$ cat config.mk
export PLATFORM = sky130hd
export DESIGN_NAME = regpair_file_idu
export DESIGN_NICKNAME = d
export VERILOG_FILES = /design/src/rtl/regpair_pkg.sv /design/src/rtl/regpair_idu.sv /design/src/rtl/regpair_file_idu.sv
export SDC_FILE = /design/constraint.sdc
export NUM_CORES = 1
export LEC_CHECK = 0
export CAP_MARGIN = 10
export CORE_MARGIN = 2
export CORE_UTILIZATION = 59
export DETAILED_ROUTE_END_ITERATION = 10
export GPL_ROUTABILITY_DRIVEN = 0
export PLACE_DENSITY = 0.88
export SYNTH_ARGS = -nofsm -noshare
export SYNTH_HDL_FRONTEND = slang
export SYNTH_SLANG_ARGS = --single-unit
$ cat constraint.sdc
create_clock -name clk -period 3 [get_ports clk]
set_input_delay 0.45 -clock clk [delete_from_list [all_inputs] [get_ports clk]]
set_output_delay 0.45 -clock clk [all_outputs]
set_load 0.03 [all_outputs]
$ cat src/rtl/regpair_pkg.sv
// ---------------------------------------------------------------------------
// regpair_pkg
// Shared types for the register-pair file with increment/decrement unit.
//   op_e     : IDU operation codes as presented on the 2-bit op port
//   state_e  : sequencing states of the IDU
//   PAIR_*   : default pair indices (BC, DE, HL, WZ, PC, SP)
// ---------------------------------------------------------------------------
package regpair_pkg;

  typedef enum logic [1:0] {
    OP_LATCH = 2'b00,
    OP_INC   = 2'b01,
    OP_DEC   = 2'b10,
    OP_XCHG  = 2'b11
  } op_e;

  typedef enum logic {
    S_IDLE   = 1'b0,
    S_UPDATE = 1'b1
  } state_e;

  localparam int PAIR_BC = 0;
  localparam int PAIR_DE = 1;
  localparam int PAIR_HL = 2;
  localparam int PAIR_WZ = 3;
  localparam int PAIR_PC = 4;
  localparam int PAIR_SP = 5;

endpackage

$ cat src/rtl/regpair_idu.sv
// ---------------------------------------------------------------------------
// regpair_idu
// Combinational +/-1 on a W-bit operand, wrapping modulo 2^W.
//   op      in  op_e  OP_DEC subtracts one, every other code adds one
//   operand in  W     value to step
//   result  out W     stepped value
// ---------------------------------------------------------------------------
module regpair_idu
  import regpair_pkg::*;
#(
  parameter int W = 16
) (
  input  op_e          op,
  input  logic [W-1:0] operand,
  output logic [W-1:0] result
);

  // Only INC/DEC ever reach the writeback, so anything not DEC is INC.
  always_comb begin
    result = operand + W'(1);
    if (op == OP_DEC) begin
      result = operand - W'(1);
    end
  end

endmodule

$ cat src/rtl/regpair_file_idu.sv
// ---------------------------------------------------------------------------
// regpair_file_idu
// NPAIRS register pairs of 2*DW bits with byte-lane access from the internal
// data bus, plus a handshaked increment/decrement unit that loads a
// registered address latch and writes the stepped value back to the pair.
//
// Ports:
//   clk, rst          clock, synchronous active-high reset
//   pair_sel          pair addressed by byte access and IDU ops
//   data_in           internal data bus write value
//   wr_hi, wr_lo      byte-lane writes of data_in into pair_sel
//   rd_hi, rd_lo      byte-lane reads of pair_sel (rd_hi wins)
//   data_out, data_oe registered read data and its valid/drive enable
//   op_valid, op      IDU request: LATCH, INC, DEC, XCHG
//   op_ready          high while the IDU is idle
//   op_done           one-cycle completion pulse
//   address           registered address latch towards the bus interface
//
// Build option: define REGPAIR_XCHG_EN to make op XCHG swap pair[DE_IDX]
// and pair[HL_IDX]; otherwise XCHG behaves exactly as LATCH.
// ---------------------------------------------------------------------------
module regpair_file_idu
  import regpair_pkg::*;
#(
  parameter int DW     = 8,
  parameter int NPAIRS = 6,
  parameter int DE_IDX = PAIR_DE,
  parameter int HL_IDX = PAIR_HL
) (
  input  logic                      clk,
  input  logic                      rst,
  input  logic [$clog2(NPAIRS)-1:0] pair_sel,
  input  logic [DW-1:0]             data_in,
  input  logic                      wr_hi,
  input  logic                      wr_lo,
  input  logic                      rd_hi,
  input  logic                      rd_lo,
  output logic [DW-1:0]             data_out,
  output logic                      data_oe,
  input  logic                      op_valid,
  input  logic [1:0]                op,
  output logic                      op_ready,
  output logic                      op_done,
  output logic [2*DW-1:0]           address
);

  localparam int AW = 2 * DW;
  localparam int SW = $clog2(NPAIRS);
  localparam logic [SW-1:0] DE_SEL = SW'(DE_IDX);
  localparam logic [SW-1:0] HL_SEL = SW'(HL_IDX);

`ifdef REGPAIR_XCHG_EN
  localparam bit XCHG_EN = 1'b1;
`else
  localparam bit XCHG_EN = 1'b0;
`endif

  logic [AW-1:0] pairs [NPAIRS];
  state_e        state;
  op_e           cap_op;
  logic [SW-1:0] cap_sel;
  logic          cap_hit;
  logic [AW-1:0] idu_result;

  op_e           op_in;
  logic          sel_hit;
  logic [AW-1:0] sel_value;
  logic          accept;
  logic          is_step;
  logic          is_xchg;
  logic          is_latch;

  // Out-of-range selects read as zero and block every write to the array.
  assign op_in     = op_e'(op);
  assign sel_hit   = (int'(pair_sel) < NPAIRS);
  assign sel_value = sel_hit ? pairs[pair_sel] : '0;

  assign op_ready = (state == S_IDLE);
  assign accept   = op_valid && op_ready;
  assign is_step  = accept && ((op_in == OP_INC) || (op_in == OP_DEC));
  assign is_xchg  = accept && XCHG_EN && (op_in == OP_XCHG);
  assign is_latch = accept && !is_step && !is_xchg;

  // The IDU steps the latched address, so the latch keeps the pre-update
  // value while the pair receives the stepped one.
  regpair_idu #(
    .W(AW)
  ) u_idu (
    .op      (cap_op),
    .operand (address),
    .result  (idu_result)
  );

  // Pair array, read port, address latch and IDU sequencing. Byte writes
  // are applied last so their lane overrides an IDU writeback or a swap
  // landing on the same pair in the same cycle.
  always_ff @(posedge clk) begin
    if (rst) begin
      for (int i = 0; i < NPAIRS; i++) begin
        pairs[i] <= '0;
      end
      address  <= '0;
      data_out <= '0;
      data_oe  <= 1'b0;
      op_done  <= 1'b0;
      state    <= S_IDLE;
      cap_op   <= OP_LATCH;
      cap_sel  <= '0;
      cap_hit  <= 1'b0;
    end else begin
      op_done <= 1'b0;

      data_oe <= rd_hi | rd_lo;
      if (rd_hi) begin
        data_out <= sel_value[AW-1:DW];
      end else if (rd_lo) begin
        data_out <= sel_value[DW-1:0];
      end

      case (state)
        S_IDLE: begin
          if (is_step) begin
            address <= sel_value;
            cap_op  <= op_in;
            cap_sel <= pair_sel;
            cap_hit <= sel_hit;
            state   <= S_UPDATE;
          end else if (is_latch) begin
            address <= sel_value;
            op_done <= 1'b1;
          end else if (is_xchg) begin
            pairs[DE_SEL] <= pairs[HL_SEL];
            pairs[HL_SEL] <= pairs[DE_SEL];
            op_done       <= 1'b1;
          end
        end
        S_UPDATE: begin
          if (cap_hit) begin
            pairs[cap_sel] <= idu_result;
          end
          op_done <= 1'b1;
          state   <= S_IDLE;
        end
        default: state <= S_IDLE;
      endcase

      if (sel_hit) begin
        if (wr_hi) begin
          pairs[pair_sel][AW-1:DW] <= data_in;
        end
        if (wr_lo) begin
          pairs[pair_sel][DW-1:0] <= data_in;
        end
      end
    end
  end

endmodule

==> reports/results.txt, run 1 <==
In this run the worst path has a maximum fanout of 20. The tools report the number of buffers inserted during clock tree synthesis as 17. Entering global routing, the biggest net connects 44 pins. The highest metal layer carrying signal wires in the routed design is met4. The logs give 47 for the number of I/O pins and 0.511 for the post-synthesis sequential area ratio.

The cell area that synthesis handed to floorplanning was 6930 um2. The worst setup path is launched from a register. In the post-synthesis netlist, the cell with the most instances is sky130_fd_sc_hd__edfxtp_1. The proportion of netlist area held by the largest area contributor was 0.416; the met2 layer wire length in the routed design was 9280 um.

For this block, the via count after detailed routing is 6027. The worst register-to-register path ends at pairs[3][15]$_DFFE_PP_. For the worst-skew pair, the clock arrives at the later sink with an insertion delay of 430 ps.

The die covers 12600 um2. Global-route wire length before repair: 31200 um. After detailed routing, the met3 layer carries 2770 um of wire.

The run gives 0.607 as the initial core utilization. Power spread over the standard cell area amounts to 581 nW/um2. For the number of nets in the final layout, the log shows 726. The post-synthesis share of cell area spent on and, or, nand and nor gates came out at 0.144. The critical path starts at cap_op[0]$_SDFFE_PP0P_. The tools report the relative max-transition margin as 0.504.

The launch instance of the worst register-to-register path is cap_op[0]$_SDFFE_PP0P_. The post-route clock skew is 7.24 ps, and the warning count from the yosys run is 0. Yosys attributes the largest share of cell area to sky130_fd_sc_hd__edfxtp_1 42%, sky130_fd_sc_hd__dfxtp_1 9.5%, sky130_fd_sc_hd__a22o_1 8.7%, sky130_fd_sc_hd__nand2_1 3.7%, sky130_fd_sc_hd__nor2_1 3.6%. In the final routed layout, each cell accounts on average for 23.4 um. The tools report the final setup TNS as 0 ps.

Following the worst setup path forward leads to its endpoint at pairs[3][15]$_DFFE_PP_. The global-route usage over all layers came out at 0.324. The final critical-path share of the clock period was 0.946. The number of hold violations in the final report was 0; the proportion of synthesized area in mux cells was 0.0598.

The number of antenna diodes in the final layout is 0. Setup repair after global routing left no endpoint under its margin. Subtracting the final worst setup slack from the clock period gives 2840 ps.

TritonCTS built the clock tree. At the worst endpoint, the required time is 3160 ps. The detailed router finished its first iteration with 1177 violations.

For the floorplan row count, the log shows 39. The flow ran to the end, and the final reports show no timing, DRC or antenna violations. Across the VDD grid, the largest voltage drop is 487 uV. Placed cell count: 827. Dividing the synthesized area by the synthesized cell count gives 10.5 um2.

The logs give 0.352 GHz for the top achievable clock speed and 680 for the number of nets in the synthesized netlist. In the final routing, the length of wire on met1 measures 7390 um. The worst min-delay path category was reg2reg.

The reg-to-reg setup timing slack came out at 160 ps. The largest total area in the synthesized netlist belongs to sky130_fd_sc_hd__edfxtp_1. The final hold slack was 502 ps.

The commonest cells after synthesis are 96 x sky130_fd_sc_hd__edfxtp_1, 69 x sky130_fd_sc_hd__a22o_1, 68 x sky130_fd_sc_hd__nand2_1. Excluding fillers, the count of instances in the completed layout stands at 859. The adder and majority gate portion of the synthesized area came out at 0.00542.

The initial antenna violation count came out at 0. For this block, the routed nets add up to 20100 um of wire. By startpoint and endpoint, the worst setup path is classified as reg2reg. The most used flip-flop cell after synthesis is sky130_fd_sc_hd__edfxtp_1. The run gives 14200 um as the placed wire-length estimate.

From synthesis to final layout, the design area changed by 18.2%. The largest family of logic cells by synthesized area was compound AO/OA/AOI/OAI gates. The tools report the final number of max-transition violations as 0.

For this design the static power due to leakage is 2.94 nW. CTS built an H-tree with a depth of 4. The iteration count of the initial detailed-routing pass was 6.

The number of enable flip-flop cells after synthesis was 96; the post-synthesis async set-or-reset flop share was 0. The hold-critical path depth is 2. The endpoint kind of the worst setup timing path is a register. Summed over all layers, the global routing overflow is 0. In the routed layout, each cell is associated on average with a via count of 7.02. The number of remaining DRC errors was 0; the count of buffers inserted at the top-level ports was 46.

The number of cells on the worst reg-to-reg path is 8. The xor/xnor share of the synthesized area was 0.0269; the final setup violation count was 0. After floorplanning, the core was sized to cover 11400 um2.

The share of cells above drive strength 1 was 0.145; the synthesized netlist cell count was 657. The via count of the first global-routing pass came out at 5614. Once detail routing completed, the nets flagged for antenna violations numbered 0. For the clock sink count, the log shows 129. The complex-gate fraction of the synthesized area was 0.217; the total of max-cap violations was 0. The tools report the count of cell types in the netlist as 60.

Die width: 112 um. Counting along the longest clock path gives a buffer depth of 2. The slew of the pin with the lowest slew margin was 741 ps; the arrival time reported for the critical path endpoint was 2990 ps. The number of hold buffers added after CTS is 0, and the height of the chip is 112 um. After synthesis the netlist holds a flip-flop and latch count of 129. The tools report the clock tree root driver cell as sky130_fd_sc_hd__clkbuf_16.

The clock-pin slew of the registers on the worst-case setup and hold paths works out to 50 ps.
-- worst min-delay path by stage --
stage / startpoint / endpoint
after global placement: cap_op[1]$_SDFFE_PP0P_ / cap_op[1]$_SDFFE_PP0P_
after global routing: cap_op[1]$_SDFFE_PP0P_ / cap_op[1]$_SDFFE_PP0P_
after detailed placement: cap_op[1]$_SDFFE_PP0P_ / cap_op[1]$_SDFFE_PP0P_
final: cap_op[1]$_SDFFE_PP0P_ / cap_op[1]$_SDFFE_PP0P_
after floorplan: cap_op[1]$_SDFFE_PP0P_ / cap_op[1]$_SDFFE_PP0P_
after CTS: cap_op[1]$_SDFFE_PP0P_ / cap_op[1]$_SDFFE_PP0P_
-- where the power goes --
| part | total [mW] | internal (mW) | switching (mW) | leakage (nW) |
|---|---|---|---|---|
| combinational | 0.668 | 0.250 | 0.418 | 1.41 |
| sequential | 2.10 | 2.02 | 0.0851 | 1.25 |
| clock | 1.99 | 1.26 | 0.728 | 0.288 |
| total | 4.76 | 3.53 | 1.23 | 2.94 |
-- area by class of cell --
cell class / count / area, um2
inverters: 5 / 18.8
clock buffers: 29 / 563
fillers: 780 / 3230
repair buffers: 79 / 721
clock inverters: 3 / 16.3
flip-flops and latches: 129 / 3540
well taps: 143 / 179
multi-input cells: 471 / 3150
-- sequential cells by signal, summed over array words and instances, names as in the netlist --
| register | count |
|---|---|
| cap_sel | 3 |
| cap_op | 2 |
| pairs | 96 |
| state | 1 |
| address | 16 |
| data_oe | 1 |
| data_out | 8 |
| cap_hit | 1 |
| op_done | 1 |
-- what timing repair did --
item                       in CTS  in global routing
buffers inserted                0                  0
resized for setup               0                  1
setup endpoints to repair       0                  6
-- stage by stage --
stage          area (um2)  worst slack (ps)  power [mW]   util
2_1_floorplan        6930               750        2.52      -
3_3_place_gp         7600               273        2.75  0.666
3_5_place_dp         7600               227        2.77  0.666
4_1_cts              8180               164        4.74  0.717
5_1_grt              8190              14.2        4.88  0.717
6_report             8190               162        4.76  0.717
-- cell families after synthesis --
group | count (synthesis)
XOR/XNOR | 17
buffers and inverters | 57
multiplexers | 35
adder cells (fa/ha/maj) | 3
AND/OR/NAND/NOR | 214
flip-flops | 129
AO/OA/AOI/OAI | 202
-- placed cells by master (no fill, tap or decap), types with 4 or more instances in the layout --
cell type,synthesis,final
sky130_fd_sc_hd__o21ai_0,46,46
sky130_fd_sc_hd__nor2b_1,8,7
sky130_fd_sc_hd__xnor2_2,4,4
sky130_fd_sc_hd__mux2i_1,11,11
sky130_fd_sc_hd__a22oi_1,4,4
sky130_fd_sc_hd__a22o_1,69,69
sky130_fd_sc_hd__edfxtp_1,96,96
sky130_fd_sc_hd__o31ai_1,14,14
sky130_fd_sc_hd__clkbuf_8,0,5
sky130_fd_sc_hd__or3_1,14,14
sky130_fd_sc_hd__o22ai_1,6,6
sky130_fd_sc_hd__buf_4,3,32
sky130_fd_sc_hd__mux2_2,21,21
sky130_fd_sc_hd__dfxtp_1,33,33
sky130_fd_sc_hd__clkbuf_1,34,5
sky130_fd_sc_hd__a21oi_1,17,17
sky130_fd_sc_hd__and3_1,4,4
sky130_fd_sc_hd__nand2_1,68,68
sky130_fd_sc_hd__nor4_1,6,6
sky130_fd_sc_hd__nand3_1,11,11
sky130_fd_sc_hd__xnor2_1,8,8
sky130_fd_sc_hd__nor2_1,67,67
sky130_fd_sc_hd__clkbuf_16,0,19
sky130_fd_sc_hd__a211oi_1,13,13
sky130_fd_sc_hd__clkdlybuf4s50_1,0,46
sky130_fd_sc_hd__nor3_1,9,9
sky130_fd_sc_hd__nand2b_1,11,11
sky130_fd_sc_hd__a222oi_1,10,10
-- worst max-delay path, stage by stage, from the launching register on --
cell                       delay [ps]
sky130_fd_sc_hd__dfxtp_1          340
sky130_fd_sc_hd__nand2b_1         450
sky130_fd_sc_hd__inv_2            280
sky130_fd_sc_hd__ha_1             470
sky130_fd_sc_hd__nand3_1          100
sky130_fd_sc_hd__o21ai_0          230
sky130_fd_sc_hd__a41oi_2           80
sky130_fd_sc_hd__xnor2_2          460
sky130_fd_sc_hd__o31ai_1          150
-- per-layer routing --
| layer | track usage | up-vias |
|---|---|---|
| li1 | - | 2619 |
| met1 | 0.434 | 2830 |
| met2 | 0.507 | 509 |
| met3 | 0.0961 | 69 |
| met4 | 0.116 | 0 |
| met5 | 0 | - |
(Power assumes the default switching activity.)
==> run 2, diff against run 1 <==
--- a/config.mk
+++ b/config.mk
@@ -5,12 +5,13 @@
 export SDC_FILE = /design/constraint.sdc
 export NUM_CORES = 1
 export LEC_CHECK = 0
-export CAP_MARGIN = 10
+export CORE_ASPECT_RATIO = 2
 export CORE_MARGIN = 2
 export CORE_UTILIZATION = 59
 export DETAILED_ROUTE_END_ITERATION = 10
 export GPL_ROUTABILITY_DRIVEN = 0
 export PLACE_DENSITY = 0.88
+export SKIP_CTS_REPAIR_TIMING = 1
 export SYNTH_ARGS = -nofsm -noshare
 export SYNTH_HDL_FRONTEND = slang
 export SYNTH_SLANG_ARGS = --single-unit
==> reports/results.txt, run 2 (synthesis results as in run 1) <==
The run finished with clean final reports. Final design area excluding fillers: 8200 um2 (+0.15%). The count of nets left with antenna violations after detail routing came out at 0 (unchanged).

The data required time of the worst path was 3290 ps (+130 ps); the share of cells above drive strength 1 was 0.146 (+0.000611). The tools report the area used by multi-input combinational logic as 3140 um2 (-0.24%). Clock latency on the worst-skew pair: 420 ps (about the same).

TritonCTS built the clock tree. Worst-path cell with the longest stage delay: sky130_fd_sc_hd__xor2_1. Via count of the first global-routing pass: 5867 (+4.5%). The tools report the count of filler cells inserted in the layout as 816 (+4.6%). The final hold slack is 477 ps (-24.6 ps), and the number of I/O pins is 47 (unchanged).

The slew of the pin with the lowest slew margin is 837 ps (+96.6 ps), and the height of the chip is 157 um (+40%). Relative max-transition margin: 0.438 (-0.0666). Worst min-delay path category: reg2reg. In the layout the commonest cells are 96 x sky130_fd_sc_hd__edfxtp_1, 69 x sky130_fd_sc_hd__a22o_1, 68 x sky130_fd_sc_hd__nand2_1, 67 x sky130_fd_sc_hd__nor2_1, 46 x sky130_fd_sc_hd__o21ai_0. The critical-path maximum fanout came out at 11 (-45%). The number of buffers inserted during clock tree synthesis is 17 (unchanged). The total leakage power is 2.95 nW (+0.22%). The tools report the level count of the clock H-tree as 4 (unchanged).

pairs holds more flip-flops than any other register. The iteration count of the initial detailed-routing pass is 7 (+1), and the count of placed standard cells in the final layout, fillers left out is 858 (-0.12%). The number of flip-flops under the largest register name was 96 (unchanged).

The mean number of vias per cell was 7.11 (+1.3%); the final critical-path share of the clock period was 0.968 (+0.0223). The count of buffers inserted at the top-level ports is 46 (unchanged), and the placed wire-length estimate is 14600 um (+2.7%). The sequential cell area is 3540 um2 (unchanged), and the final period demand of the worst path is 2900 ps (+66.8 ps).

The start-to-end type of the worst setup path is reg2reg. The total power per unit cell area is 599 nW/um2 (+3.0%). The share of the core filled with cells in the final layout was 0.709 (-0.00777); the placed cell count was 826 (-0.12%). The clock-pin slew of the registers on the worst-case setup and hold paths was 60 ps (about the same); the global-route usage over all layers was 0.354 (+0.0297).

The final critical-path setup slack is 95.7 ps (-66.8 ps). The number of nets in the final layout is 723 (-0.41%), and the final setup TNS is 0 ps (unchanged). The top achievable clock speed is 0.344 GHz (-2.3%). Kind of launch point of the worst setup path: a register. For the total of max-cap violations, the log shows 0 (unchanged).

The signal on the critical path passes through nand2b_1 > xnor2_1 > ha_1 > nand4_1 > or2_2 > o22ai_1 > xor2_1 > a22o_1. The final number of max-transition violations was 0 (unchanged). The placeable core region was 11600 um2 (+1.2%).

For the initial antenna violation count, the log shows 0 (unchanged). The average wire length per cell after detail routing is 24.7 um (+5.7%), and the number of hold violations in the final report is 0 (unchanged). The tools report the number of antenna diodes as 0 (unchanged). The run gives 254 ps (+26.9 ps) as the post-place setup slack. The area of the die was 12700 um2 (+0.42%); the residual overflow from global routing was 0 (unchanged). Most common library cell in the layout ignoring fill and taps: sky130_fd_sc_hd__edfxtp_1. Global-route wire length before repair: 32800 um (+5.1%). The worst setup path is captured at a register.

Clock tree root driver cell: sky130_fd_sc_hd__clkbuf_16. The area growth from synthesis to layout is 18.4%. The run gives 1154 (-2.0%) as the number of violations reported at the end of detailed-routing iteration 0. The maximum VDD drop was 544 uV (+12%); the detailed-route wire length was 21200 um (+5.5%). Initial core utilization: 0.599 (-0.00749). The tools report the arrival time reported for the critical path endpoint as 3190 ps (+200 ps). Via total after detailed routing: 6097 (+1.2%).

The maximum single-stage delay on the critical path came out at 600 ps (+130 ps). The post-layout total power was 4.91 mW (+3.1%); the final setup violation count was 0 (unchanged). For the reg-to-reg setup timing slack, the log shows 100 ps (-70 ps). In the final layout, the registers with the most flip-flops are pairs x96, address x16, data_out x8. The run gives 7580 um2 (-0.33%) as the cell area reported after detailed placement.

Setup repair after global routing left no endpoint under its margin. The die width is 80.6 um (-28%). The number of remaining DRC errors is 0 (unchanged), and the maximum number of pins on one net before global-route repair is 31 (-30%). The post-route clock skew is 9.34 ps (+2.09 ps), and the floorplan row count is 56 (+44%).

The tools report the clock sink count as 129 (unchanged). The tools report the number of buffers on the longest clock path as 2 (unchanged).
-- run 2: routing by layer --
metal	share of wire	global-route usage	wire (um)
met1	0.33	0.430	7060
met2	0.48	0.559	10100
met3	0.11	0.0711	2350
met4	0.081	0.238	1720
met5	0	0	0
-- run 2: power by group --
part           switching [mW]  internal, mW
registers              0.0873          2.02
logic                   0.428         0.244
clock network           0.759          1.38
total                    1.27          3.64
-- run 2: path summary, 6_finish.rpt --
kind | startpoint | to | depth (start not counted)
min reg2reg | cap_op[1]$_SDFFE_PP0P_ | cap_op[1]$_SDFFE_PP0P_ | 2
min | cap_op[1]$_SDFFE_PP0P_ | cap_op[1]$_SDFFE_PP0P_ | 2
max reg2reg | cap_op[0]$_SDFFE_PP0P_ | pairs[2][10]$_DFFE_PP_ | 8
max | cap_op[0]$_SDFFE_PP0P_ | pairs[2][10]$_DFFE_PP_ | 8
-- run 2: worst max-delay path, delay by kind of cell, from the launching register on --
| family | cells | cell delay [ps] |
|---|---|---|
| simple gates | 3 | 920 |
| xor+xnor | 2 | 790 |
| compound gates | 2 | 410 |
| flops | 1 | 340 |
| fa+ha+maj | 1 | 300 |
-- run 2: cell type report --
| cell class | count | share of cell area |
|---|---|---|
| Clock inverter | 6 | 0.00748 |
| Multi-Input combinational cell | 471 | 0.383 |
| Clock buffer | 26 | 0.0686 |
| Inverter | 5 | 0.00229 |
| Timing Repair Buffer | 76 | 0.0845 |
| Sequential cell | 129 | 0.432 |
| Tap cell | 145 | 0.0221 |
